$ cat src/rtl/als_level_monitor.sv
// rtl/als_level_monitor.sv - periodic ALS light-code sampler, 4-sample average, hysteresis zone flag and interrupt
module als_level_monitor #(
    parameter int SAMPLE_PERIOD = 4194304,
    parameter int CNT_W         = 23
) (
    input  logic        clock,
    input  logic        reset,
    input  logic [15:0] value,
    input  logic [7:0]  thr_hi,
    input  logic [7:0]  thr_lo,
    input  logic        irq_en,
    input  logic        irq_ack,
    output logic [7:0]  level,
    output logic        level_valid,
    output logic        above,
    output logic        irq
);

    typedef enum logic [1:0] {
        ST_WAIT,
        ST_SHIFT,
        ST_AVG,
        ST_CMP
    } state_t;

    state_t           state;
    logic [CNT_W-1:0] cnt;
    logic             tick;
    logic [7:0]       win [4];
    logic [2:0]       fill;
    logic [9:0]       sum;
    logic             above_next;
    logic             unused_bits;

    assign unused_bits = ^{value[15:13], value[4:0]};
    assign tick        = (cnt == CNT_W'(SAMPLE_PERIOD - 1));
    assign sum         = {2'b00, win[0]} + {2'b00, win[1]} + {2'b00, win[2]} + {2'b00, win[3]};

    // Set test first so it wins when the thresholds are programmed inverted.
    always_comb begin
        above_next = above;
        if (level >= thr_hi) begin
            above_next = 1'b1;
        end else if (level < thr_lo) begin
            above_next = 1'b0;
        end
    end

    always_ff @(posedge clock or posedge reset) begin
        if (reset) begin
            cnt <= '0;
        end else if (tick) begin
            cnt <= '0;
        end else begin
            cnt <= cnt + 1'b1;
        end
    end

    always_ff @(posedge clock or posedge reset) begin
        if (reset) begin
            state       <= ST_WAIT;
            for (int i = 0; i < 4; i++) begin
                win[i] <= 8'd0;
            end
            fill        <= 3'd0;
            level       <= 8'd0;
            level_valid <= 1'b0;
            above       <= 1'b0;
            irq         <= 1'b0;
        end else begin
            if (irq_ack) begin
                irq <= 1'b0;
            end
            case (state)
                ST_WAIT: begin
                    if (tick) begin
                        state <= ST_SHIFT;
                    end
                end
                ST_SHIFT: begin
                    win[0] <= value[12:5];
                    win[1] <= win[0];
                    win[2] <= win[1];
                    win[3] <= win[2];
                    if (fill != 3'd4) begin
                        fill <= fill + 3'd1;
                    end
                    state <= ST_AVG;
                end
                ST_AVG: begin
                    level       <= sum[9:2];
                    level_valid <= (fill == 3'd4);
                    state       <= ST_CMP;
                end
                ST_CMP: begin
                    if (level_valid) begin
                        above <= above_next;
                        // A new zone change overrides a simultaneous acknowledge.
                        if ((above_next != above) && irq_en) begin
                            irq <= 1'b1;
                        end
                    end
                    state <= ST_WAIT;
                end
                default: state <= ST_WAIT;
            endcase
        end
    end

endmodule

$ cat config.mk
export PLATFORM = sky130hd
export DESIGN_NAME = als_level_monitor
export DESIGN_NICKNAME = d
export VERILOG_FILES = /design/src/rtl/als_level_monitor.sv
export SDC_FILE = /design/constraint.sdc
export NUM_CORES = 1
export LEC_CHECK = 0
export BUFFER_PORTS_ARGS = -buffer_cell sky130_fd_sc_hd__buf_2
export CORE_MARGIN = 2
export CORE_UTILIZATION = 55
export CTS_CLUSTER_DIAMETER = 60
export DETAILED_ROUTE_END_ITERATION = 8
export GPL_TIMING_DRIVEN = 0
export PLACE_DENSITY_LB_ADDON = 0.12
export SYNTH_ARGS = -nofsm -noshare
export SYNTH_HDL_FRONTEND = slang
export SYNTH_SLANG_ARGS = --single-unit
$ cat constraint.sdc
create_clock -name clock -period 3.83 [get_ports clock]
set_input_delay 0.5745 -clock clock [delete_from_list [all_inputs] [get_ports clock]]
set_output_delay 0.5745 -clock clock [all_outputs]
set_load 0.02 [all_outputs]
==> impl_metrics.py <==
metrics = {
    "placed_design": {
        "placed_cells_incl_taps": 537,
        "dp_hpwl_um": 5589,
        "portBuffers": 38,
        "finalWeightedCongestion": 0.7615,
        "place_area_um2": 4388,
    },
    "critical_path": {
        "startpoint_type": "flip-flop",
        "critical_path_required_ns": 4.07,
        "r2r_end": "level[5]$_DFFE_PP0P_",
        "cp-end-kind": "flip-flop",
        "number_of_cell_instances_on_the_worst_register_to_register_path": 12,
        "setup.reg_to_reg.worst_slack_ns": 0.82,
        "critical_path_class": "flip-flop to flip-flop",
        "critical_path.cell_chain": "inv_1 > fa_1 > inv_1 > fa_1 > nand2_1 > nor2_1 > fa_1 > a21o_1 > nand2_1 > a21oi_1 > or3_1 > a31o_2",
        "cpPeakStageDelay_ns": 0.53,
        "critical_path.reg2reg.startpoint": "win[1]$_DFFE_PP0P_",
        "timing.critical_path.fanout_max": 2,
        "cp_slowest_cell": "sky130_fd_sc_hd__fa_1",
        "crit_path_frequent_cell": "sky130_fd_sc_hd__fa_1",
        "crit_arrival_ns": 3.25,
    },
    "pwr": {
        "pwr-share-seq": 0.514,
        "intPower_mw": 1.132,
        "clock_network_fraction_of_total_power": 0.458,
        "switchingPower_mw": 0.3240,
        "p_sw_frac": 0.2225,
        "leakage_nw": 2.356,
        "part_of_the_power_in_combinational_logic": 0.028,
        "pwr_per_cell_area_nw_per_um2": 316.0,
        "ir_worst_vdd_mv": 0.2272,
    },
    "final_layout": {
        "finish.instance_area_um2": 4608,
        "seqCellArea_um2": 1777,
        "insertedDiodeCount": 0,
        "fin_nets": 531,
        "area_delta_synth_final_pct": 13.18,
        "multi_input_comb_area_um2": 2051,
        "layout.core_utilization": 0.6387,
        "fin_cells": 553,
        "fillerInstances": 620,
        "drive_gt1_frac": 0.1740,
    },
    "routing": {
        "route.met2.wl_um": 3397,
        "drt_iter0_drc": 129,
        "drt_pre_antenna_iters": 4,
        "detail_route.drc_violations": 0,
        "dr_total_vias": 2873,
        "detailroute.wirelength.met3_um": 276,
        "routed_wl_um": 7549,
        "viasPerCell": 5.195,
        "met1Wirelength_um": 3746,
        "avgRoutedWirePerCell_um": 13.65,
        "drtAntennaViolNets": 0,
        "top_signal_layer_used": "met4",
    },
    "cts": {
        "clkSlewWorstSetupHoldPaths_ns": 0.09,
        "cts_sinks": 71,
        "cts_resized": 0,
        "cts_buffers": 9,
        "cts_hold_buf": 0,
        "cts-root-buf": "sky130_fd_sc_hd__clkbuf_8",
        "clock_tree_from_tritoncts": "yes",
        "cts-htree-levels": 3,
        "clk_latency_ns": 0.35,
        "clk_path_buf_depth": 2,
        "cts_post_setup_buffers_inserted": 0,
    },
    "global_routing": {
        "grt_start_max_net_pins": 72,
        "globalRoute.totalOverflow": 0,
        "groute.usage.overall": 0.2045,
        "grt_pass1_wl_um": 13460,
        "initial_antenna_violation_count": 0,
        "first_global_vias": 2921,
    },
    "die": {
        "die-height_um": 90.04,
        "initial_core_util": 0.5643,
        "num_io_pins": 47,
        "fp.coreArea_um2": 7214,
        "die_area_um2": 8107,
        "die_width_um": 90.04,
        "placementRows": 31,
    },
    "synth": {
        "synth.lib_cells_used.distinct": 45,
        "number_of_warnings_issued_by_yosys": 0,
        "synthesis.instances": 400,
        "ys_seq_elements": 71,
        "synth_enable_flop_cells": 0,
        "synth_async_sr_flop_share": 1.000,
        "synth_area_per_cell_um2": 10.18,
        "number_of_nets_in_the_synthesized_netlist": 482,
        "syn_std_cell_area_um2": 4071,
        "synth-main-ff-cell": "sky130_fd_sc_hd__dfrtp_1",
        "synth.yosys.seq_area_share": 0.4364,
    },
    "sta": {
        "rsz0062_at_grt": "no",
        "clock-skew-final_ns": 0.01576,
        "timing_hold_violations_final": 0,
        "period_share": 0.7857,
        "max_clock_freq_mhz": 332.3,
        "timing_worst_slew_pin_value_ns": 0.8652,
        "setup_tns_ns": 0,
        "maxSlewHeadroom": 0.4232,
        "post-route-min-period_ns": 3.009,
        "report.final.slew_viol_count": 0,
        "setup_violations": 0,
    },
    "run": {
        "drv_cap": 0,
    },
    "run_status": {
        "result_of_the_run": "finished, final reports clean",
    },
    "worst_hold_path": {
        "min_path_type": "primary input to asynchronous set/reset pin",
    },
}
[registers in the layout, summed over array words and instances, names as in the netlist]
name / count
irq: 1
win: 32
fill: 3
above: 1
level_valid: 1
cnt: 23
level: 8
state: 2
[layout by cell type, fill, tap and decap left out, drive strengths merged, types with 3 or more instances in the layout]
| cell type | netlist | routed |
|---|---|---|
| a21o | 3 | 3 |
| a21oi | 10 | 10 |
| a31oi | 4 | 4 |
| and3 | 4 | 4 |
| buf | 2 | 40 |
| clkbuf | 5 | 14 |
| clkinvlp | 0 | 3 |
| dfrtp | 71 | 71 |
| fa | 16 | 16 |
| ha | 30 | 30 |
| inv | 58 | 59 |
| mux2 | 13 | 13 |
| nand2 | 42 | 42 |
| nand3 | 20 | 20 |
| nand4 | 3 | 3 |
| nor2 | 28 | 28 |
| nor3 | 5 | 5 |
| nor4 | 3 | 3 |
| o21a | 6 | 6 |
| o21ai | 32 | 32 |
| o31ai | 3 | 3 |
| or3 | 3 | 3 |
| xnor2 | 8 | 8 |
| xor2 | 14 | 14 |
[worst max-delay path, delay by kind of cell, from the launching register on]
| kind | cells | cell delay [ns] |
|---|---|---|
| adder cells (fa/ha/maj) | 3 | 1.40 |
| AND/OR/NAND/NOR | 4 | 0.54 |
| AO/OA/AOI/OAI | 3 | 0.51 |
| flip-flops | 1 | 0.34 |
| buffers and inverters | 2 | 0.12 |
[worst max-delay path by stage]
stage | cells after the start | start | end | slack [ns]
6_report | 12 | win[1]$_DFFE_PP0P_ | level[5]$_DFFE_PP0P_ | 0.82
5_1_grt | 12 | win[1]$_DFFE_PP0P_ | level[5]$_DFFE_PP0P_ | 0.58
4_1_cts | 12 | win[1]$_DFFE_PP0P_ | level[5]$_DFFE_PP0P_ | 0.83
3_5_place_dp | 12 | win[9]$_DFFE_PP0P_ | level[5]$_DFFE_PP0P_ | 0.85
3_3_place_gp | 2 | reset | irq$_DFF_PP0_ | 0.59
2_1_floorplan | 12 | win[1]$_DFFE_PP0P_ | level[5]$_DFFE_PP0P_ | 1.01
[metrics by stage]
stage	setup WS (ns)	hold WS [ns]	power, mW
finish	0.8207	0.4084	1.456
floorplan	1.008	0.4530	0.7857
global placement	0.5911	0.4602	0.8050
detailed placement	0.8549	0.4686	0.8063
global route	0.5800	0.4332	1.506
CTS	0.8254	0.4275	1.470
[kinds of logic (layout without fill, tap and decap cells)]
logic type,after synthesis,count (layout),synth area share
compound gates,65,65,0.09404
xor+xnor,22,22,0.04733
fa+ha+maj,46,46,0.1709
buf+inv,65,119,0.05993
flops,71,71,0.4364
mux,14,14,0.03841
simple gates,117,117,0.1531
[power by group through the flow]
stage	Sequential [mW]	Combinational [mW]	Clock (mW)
final	0.749	0.0408	0.666
after global routing	0.749	0.0487	0.708
after CTS	0.749	0.0425	0.679
after detailed placement	0.764	0.0423	0
after global placement	0.764	0.0409	0
after floorplan	0.764	0.0216	0
[per-layer routing]
metal,vias up,track usage
li1,1421,-
met1,1397,0.2895
met2,46,0.3145
met3,9,0.03688
met4,0,0.08205
met5,-,0
[area by class of cell]
cell class | count | share of cell area
plain buffers | 7 | 0.005702
clock buffers | 9 | 0.02688
clock inverters | 7 | 0.02091
inverters | 58 | 0.04779
multi-input cells | 264 | 0.4450
flip-flops and latches | 71 | 0.3856
well taps | 99 | 0.02688
repair buffers | 38 | 0.04127
[Yosys cell counts (all sizes together), types with 6 or more instances]
cell,count,share of area
fa,16,0.079
o21ai,32,0.039
ha,30,0.092
xnor2,8,0.017
o21a,6,0.011
xor2,14,0.030
nand2,42,0.039
nand3,20,0.029
a21oi,10,0.012
mux2,13,0.036
inv,58,0.053
nor2,28,0.026
dfrtp,71,0.44
Note: power is estimated with default switching activity, not from simulation.
